--- src/rtl/led_stream_player.sv ---
// Valid/ready word player: each accepted word is shown on Led for HoldCycles_g cycles.
// Define LED_STREAM_PLAYER_PWM_EN to dim Led with an 8-bit PWM driven by Brightness.
module led_stream_player #(
  parameter int Width_g      = 4,
  parameter int HoldCycles_g = 12500000
) (
  input  logic               Clk,
  input  logic               Rst_n,
  input  logic [Width_g-1:0] In_Data,
  input  logic               In_Valid,
  output logic               In_Ready,
  input  logic               Clear,
  input  logic [7:0]         Brightness,
  output logic [Width_g-1:0] Led,
  output logic               Busy,
  output logic [15:0]        Words_Shown
);

  localparam int CntW_c = (HoldCycles_g > 1) ? $clog2(HoldCycles_g) : 1;
  localparam logic [CntW_c-1:0] Reload_c = CntW_c'(HoldCycles_g - 1);

  typedef enum logic {
    IDLE,
    SHOW
  } state_e;

  state_e             state_q;
  logic [CntW_c-1:0]  holdCnt_q;
  logic [Width_g-1:0] disp_q;
  logic [15:0]        words_q;
  logic               transfer;

  // Ready is held low during reset so nothing can be accepted before the first edge.
  assign In_Ready = Rst_n && !Clear && ((state_q == IDLE) || (holdCnt_q == '0));
  assign transfer = In_Valid && In_Ready;

  always_ff @(posedge Clk or negedge Rst_n) begin
    if (!Rst_n) begin
      state_q   <= IDLE;
      holdCnt_q <= '0;
      disp_q    <= '0;
      words_q   <= '0;
    end else if (Clear) begin
      state_q   <= IDLE;
      holdCnt_q <= '0;
      disp_q    <= '0;
    end else if (transfer) begin
      state_q   <= SHOW;
      holdCnt_q <= Reload_c;
      disp_q    <= In_Data;
      words_q   <= words_q + 16'd1;
    end else if (state_q == SHOW) begin
      if (holdCnt_q != '0) begin
        holdCnt_q <= holdCnt_q - CntW_c'(1);
      end else begin
        state_q <= IDLE;
      end
    end
  end

  assign Busy        = (state_q == SHOW);
  assign Words_Shown = words_q;

`ifdef LED_STREAM_PLAYER_PWM_EN
  logic [7:0] pwmCnt_q;

  always_ff @(posedge Clk or negedge Rst_n) begin
    if (!Rst_n) begin
      pwmCnt_q <= 8'd0;
    end else begin
      pwmCnt_q <= pwmCnt_q + 8'd1;
    end
  end

  assign Led = disp_q & {Width_g{pwmCnt_q < Brightness}};
`else
  logic unusedBrightness;

  assign unusedBrightness = ^Brightness;
  assign Led              = disp_q;
`endif

endmodule

--- config.mk ---
export PLATFORM = sky130hd
export DESIGN_NAME = led_stream_player
export DESIGN_NICKNAME = d
export VERILOG_FILES = /design/src/rtl/led_stream_player.sv
export SDC_FILE = /design/constraint.sdc
export NUM_CORES = 1
export LEC_CHECK = 0
export CORE_MARGIN = 2
export CORE_UTILIZATION = 40
export CTS_CLUSTER_DIAMETER = 50
export DETAILED_ROUTE_END_ITERATION = 6
export MAX_ROUTING_LAYER = met4
export SLEW_MARGIN = 20
export SYNTH_ARGS = -nofsm -noshare
export SYNTH_HDL_FRONTEND = slang
export SYNTH_SLANG_ARGS = --single-unit
--- constraint.sdc ---
create_clock -name Clk -period 6.2 [get_ports Clk]
set_clock_uncertainty 0.05 [all_clocks]
set_input_delay 0.62 -clock Clk [delete_from_list [all_inputs] [get_ports Clk]]
set_output_delay 0.62 -clock Clk [all_outputs]
set_load 0.03 [all_outputs]
# --- Yosys cells after proc, flatten, opt, wreduce, memory -nomap -nowiden ---
# Index checks and enable logic that the tools add are counted.
totals:
  register_bits: 45
  mem_bits_rw: 0
  rom_bits: 0
  latch_bits: 0
  memories: 0
  out_inout_bits: 22
op_classes:
  reduce_logical: 12
  eq_ne: 0
  n_shift: 0
  order_cmp: 0
  n_mux: 10
  n_mul: 0
  n_addsub: 2
  n_div: 0
  bitwise_logic: 2
op_table:
  columns: ["operator", "count"]
  rows:
  - ["2-to-1 mux 24 bit", 4]
  - ["logical NOT 24 bit", 1]
  - ["nonzero test 24 bit", 1]
  - ["subtractor 24 x 1 -> 24 bit (second input constant)", 1]
  - ["adder 16 x 1 -> 16 bit (second input constant)", 1]
  - ["2-to-1 mux 4 bit", 2]
  - ["nonzero test 3 bit", 2]
  - ["2-to-1 mux 1 bit", 4]
  - ["AND reduction 2 bit", 2]
  - ["logical AND 1 bit", 3]
  - ["NOT 1 bit", 2]
  - ["nonzero test 2 bit", 1]
  - ["logical NOT 1 bit", 1]
  - ["logical OR 1 bit", 1]

# --- Logic depth before layout (Yosys ltp) ---
logic_depth:
  ltp_word: 6
  ltp_mapped: 9

# --- Worst setup path before layout ---
# OpenSTA, ideal clock, no wires.
synth_timing:
  path_type: "register -> output"
  start: "register holdCnt_q[12]"
  end: "output In_Ready"
  arrival_time_ns: 1.836
  n_path_buf: 1
  stages_incl_launch_ff: 6
  setup_slack_ns: 3.694
  path_cell_list: "dfrtp_1 nor4_1 nand3_1 o21ai_2 clkbuf_1 and3_1"
synth_via:
  elab_chain_len: 3
synth_lines:
  columns: ["item", "line_no", "rtl"]
  rows:
  - ["from (decl)", "28", "logic [CntW_c-1:0] holdCnt_q;"]
  - ["from (signal assigned)", "49", "holdCnt_q <= Reload_c;"]
  - ["from (signal assigned)", "54", "holdCnt_q <= holdCnt_q - CntW_c'(1);"]
  - ["logical NOT 24 bit", "34", "assign In_Ready = Rst_n && !Clear && ((state_q == IDLE) || (holdCnt_q == '0));"]
  - ["logical OR 1 bit", "34", null]
  - ["logical AND 1 bit", "34", null]
  - ["to (decl)", "11", "output logic In_Ready,"]
# Every way passes these cells.

# --- Worst setup path after layout ---
layout_timing:
  start: "register holdCnt_q[7]"
  end: "output In_Ready"
# Same word-level chain as after synthesis.

==> impl_summary.txt <==
----------------------------------------------------
[Logic synthesis]
  Synth area leaders ... sky130_fd_sc_hd__dfrtp_1 46%, sky130_fd_sc_hd__xnor2_1 3.5%, sky130_fd_sc_hd__nor3_1 3.2%
  EDFF count, synth ... 0
  Flop and latch count out of synthesis ... 45
  Synthesized net count ... 276
  Fraction of synthesized cell area taken by the top area cell type ... 0.4564
  Most area-hungry cell type in the Yosys netlist ... sky130_fd_sc_hd__dfrtp_1
  Gate count of the mapped netlist ... around 260
  FFs w/ async S/R, synth ... 1.000
  Yosys warning total ... 0
  Post-synthesis area per instance ... 9.601 µm²
  Yosys cell types ... 51
  Most used DFF post-synth ... sky130_fd_sc_hd__dfrtp_1
  Post-synth design cell area ... 0.002467 mm²
  Portion of the post-synthesis area used by sequential elements ... 0.4564

[Worst setup path]
  CP Class ... reg2out
  Critical path endpoint category ... output port
  Required time of the worst setup path ... around 5500 ps
  Data arrival time of the critical path ... 3070 ps
  Element type at the critical path start ... register
  Worst Reg2Reg Path Length in Cells ... 7
  Critical-path maximum fanout ... 15

[Global routing]
  Overall track demand over capacity in global routing ... 0.1982
  Number of global-route vias before repair ... 1,981
  Largest net degree at the start of global routing ... 49
  Total grt overflow ... 0
  Number of antenna violations at the first check in global routing ... 0
  First-pass GRT wire length ... between 10,000 and 15,000 µm

[Clock network]
  CTS tree ... done
  Sinks on Clock Net ... 45
  Count of cells resized by post-cts repair ... 0
  Buffer depth of the longest clock path ... 2
  Clk Latency, worst-skew pair ... roughly 300 ps
  CTS clock-pin slew for the worst setup and hold paths ... 90 ps
  CTS H-tree depth ... 2
  Number of hold buffers added after cts ... 0
  TritonCTS Buffers ... 5
  Root Buffer ... sky130_fd_sc_hd__clkbuf_8
  Post-CTS setup buffers ... 0

[STA]
  Setup repair after global routing missed its margin ... false
  Final critical delay including setup and external delays ... 3744 ps
  Tightest slew margin relative to the limit ... 0.4671
  Measured slew at the worst slew-check pin ... approximately 790 ps
  # setup viols final ... 0
  Final Hold Violating Endpoints ... 0
  Crit share post-route ... 0.6038
  Post-Route Setup TNS ... 0 ps
  FMAX ... 267.1 MHz
  Max-slew violation total from the final report ... 0

[Hold path]
  HP Class ... in2async

[Floorplan]
  Initial Util ... 0.4143
  Die X ... 82.54 µm
  Die Outline Area ... roughly 0.007 mm²
  Boundary Pins ... 38
  Number of cell rows ... 28
  Chip Height ... 82.54 µm
  Floorplan core area ... 0.005956 mm²

[Detailed routing]
  Initial DRC Count ... 114
  Average vias per placed instance ... around 5.8
  Total iterations of the first detailed-routing run ... 4
  Overall via count from detail_route ... 2,095
  Aggregate routed wire length ... between 5000 and 6000 µm
  Number of routed nets with antenna violations ... 0
  Per-cell routed wire length ... 15.95 µm
  Residual DRC ... 0

[Pwr]
  PD cells ... 273.0 mW/mm²
  Register share of total power ... 0.466
  Cell internal power dissipation ... 0.4959 mW
  Leakage power summed over all cells ... 1.211 nW
  Net switching power figure ... 0.2909 mW
  Switching share of power ... 0.3697
  Max rail drop VDD ... 0.1339 mV
  Clock power frac ... 0.241
  Part of the power in combinational logic ... 0.294

[Finish]
  Post-route cell area ... 0.002882 mm²
  Proportion of layout cells with a drive suffix above 1 ... 0.07719
  Number of nets in the finished design ... 303
  Area growth, synth to finish ... 16.78%
  Final-layout fill cell count ... 592
  Ant. Diodes ... 0

[Run]
  Max-cap check violation count ... 0

[Place]
  Instance area at placement ... 0.002791 mm²
  HPWL reported at the end of detailed placement ... 3820 µm
  Routability-driven placement congestion ratio ... 0.8066
  Port Buf Inserts ... 29

[Status]
  Outcome ... complete, no violations

----------------------------------------------------
[power groups by stage]
stage / sequential (mW) / combinational, mW / clock (mW)
2_1_floorplan: 0.396 / 0.128 / 0
3_3_place_gp: 0.371 / 0.229 / 0
3_5_place_dp: 0.372 / 0.231 / 0
4_1_cts: 0.366 / 0.231 / 0.197
5_1_grt: 0.373 / 0.257 / 0.210
6_report: 0.366 / 0.231 / 0.190
[stage by stage]
stage | worst slack, ps | cells | hold WS (ps) | power, mW | util
after floorplan | 3694 | 257 | 274.4 | 0.5240 | -
after global placement | 2834 | 352 | 409.3 | 0.5997 | 0.4687
after detailed placement | 2839 | 352 | 421.2 | 0.6028 | 0.4687
after CTS | 2486 | 360 | 373.8 | 0.7945 | 0.4838
after global routing | 2254 | 360 | 408.0 | 0.8400 | 0.4838
final | 2456 | 360 | 347.0 | 0.7868 | 0.4838
[routing by layer]
| layer | global-route usage | share of wire |
|---|---|---|
| met1 | 0.2889 | 0.49 |
| met3 | 0.04022 | 0.036 |
| met5 | - | 0 |
| met4 | 0.05902 | 0.0089 |
| met2 | 0.2774 | 0.46 |
[cell usage in the layout (no fill, tap or decap), types with 4 or more instances in the layout]
cell type and n:
sky130_fd_sc_hd__a21oi_1 15, sky130_fd_sc_hd__nor2_1 12, sky130_fd_sc_hd__nand4_1 10, sky130_fd_sc_hd__clkdlybuf4s50_1 28, sky130_fd_sc_hd__xnor2_1 10, sky130_fd_sc_hd__nand3_1 12
sky130_fd_sc_hd__dfrtp_1 45, sky130_fd_sc_hd__inv_1 8, sky130_fd_sc_hd__a211oi_1 5, sky130_fd_sc_hd__nor3_1 16, sky130_fd_sc_hd__o21ai_0 8, sky130_fd_sc_hd__nand2_1 19
sky130_fd_sc_hd__or4_1 9, sky130_fd_sc_hd__and3_1 4, sky130_fd_sc_hd__nor4_1 12, sky130_fd_sc_hd__xor2_1 6, sky130_fd_sc_hd__clkbuf_8 5, sky130_fd_sc_hd__buf_4 4
[worst max-delay path, cell delays in order, from the launching register on]
cell and delay [ps]:
sky130_fd_sc_hd__dfrtp_1 460, sky130_fd_sc_hd__nor4_1 470, sky130_fd_sc_hd__nand3_1 300, sky130_fd_sc_hd__o21ai_2 640, sky130_fd_sc_hd__and3_1 240, sky130_fd_sc_hd__clkdlybuf4s50_1 660
[area by class of cell]
type / count / area, µm² / share of cell area
Timing Repair Buffer: 33 / 315.3 / 0.1094
Multi-Input combinational cell: 190 / 1222 / 0.4242
Clock inverter: 3 / 21.27 / 0.007382
Tap cell: 75 / 93.84 / 0.03257
Sequential cell: 45 / 1126 / 0.3908
Inverter: 9 / 33.78 / 0.01172
Clock buffer: 5 / 68.82 / 0.02388
[state kept, by name, summed over array words and instances (netlist names)]
signal       count
Words_Shown     16
holdCnt_q       24
Led              4
Busy             1
[synthesized netlist by cell type, types with 3 or more instances]
master	count
sky130_fd_sc_hd__a211oi_1	5
sky130_fd_sc_hd__a21o_1	3
sky130_fd_sc_hd__a21oi_1	15
sky130_fd_sc_hd__a31oi_1	3
sky130_fd_sc_hd__a41o_1	3
sky130_fd_sc_hd__and2_1	3
sky130_fd_sc_hd__and3_1	4
sky130_fd_sc_hd__buf_2	4
sky130_fd_sc_hd__clkbuf_1	5
sky130_fd_sc_hd__dfrtp_1	45
sky130_fd_sc_hd__ha_1	3
sky130_fd_sc_hd__inv_1	8
sky130_fd_sc_hd__nand2_1	19
sky130_fd_sc_hd__nand3_1	12
sky130_fd_sc_hd__nand4_1	10
sky130_fd_sc_hd__nor2_1	12
sky130_fd_sc_hd__nor3_1	16
sky130_fd_sc_hd__nor4_1	12
sky130_fd_sc_hd__o21ai_0	8
sky130_fd_sc_hd__o21ai_1	3
sky130_fd_sc_hd__or3_1	3
sky130_fd_sc_hd__or4_1	9
sky130_fd_sc_hd__xnor2_1	10
sky130_fd_sc_hd__xor2_1	6
[cell families after synthesis]
group | synth area share
fa+ha+maj | 0.01521
simple gates | 0.2510
xor+xnor | 0.05679
flops | 0.4564
mux | 0.009127
buf+inv | 0.04970
compound gates | 0.1618
[final timing paths]
| path | endpoint | slack, ps | start |
|---|---|---|---|
| worst max-delay path | In_Ready | 2460 | holdCnt_q[7] |
| worst min-delay path | Busy | 350 | Rst_n |
| worst max register to register | holdCnt_q[16] | 3490 | holdCnt_q[0] |
| worst min register to register | Words_Shown[15] | 440 | Words_Shown[15] |
| max in group asynchronous | holdCnt_q[1] | 5340 | Rst_n |
| min in group Clk | Words_Shown[15] | 440 | Words_Shown[15] |
No activity file was read; power rests on OpenSTA's default activity.
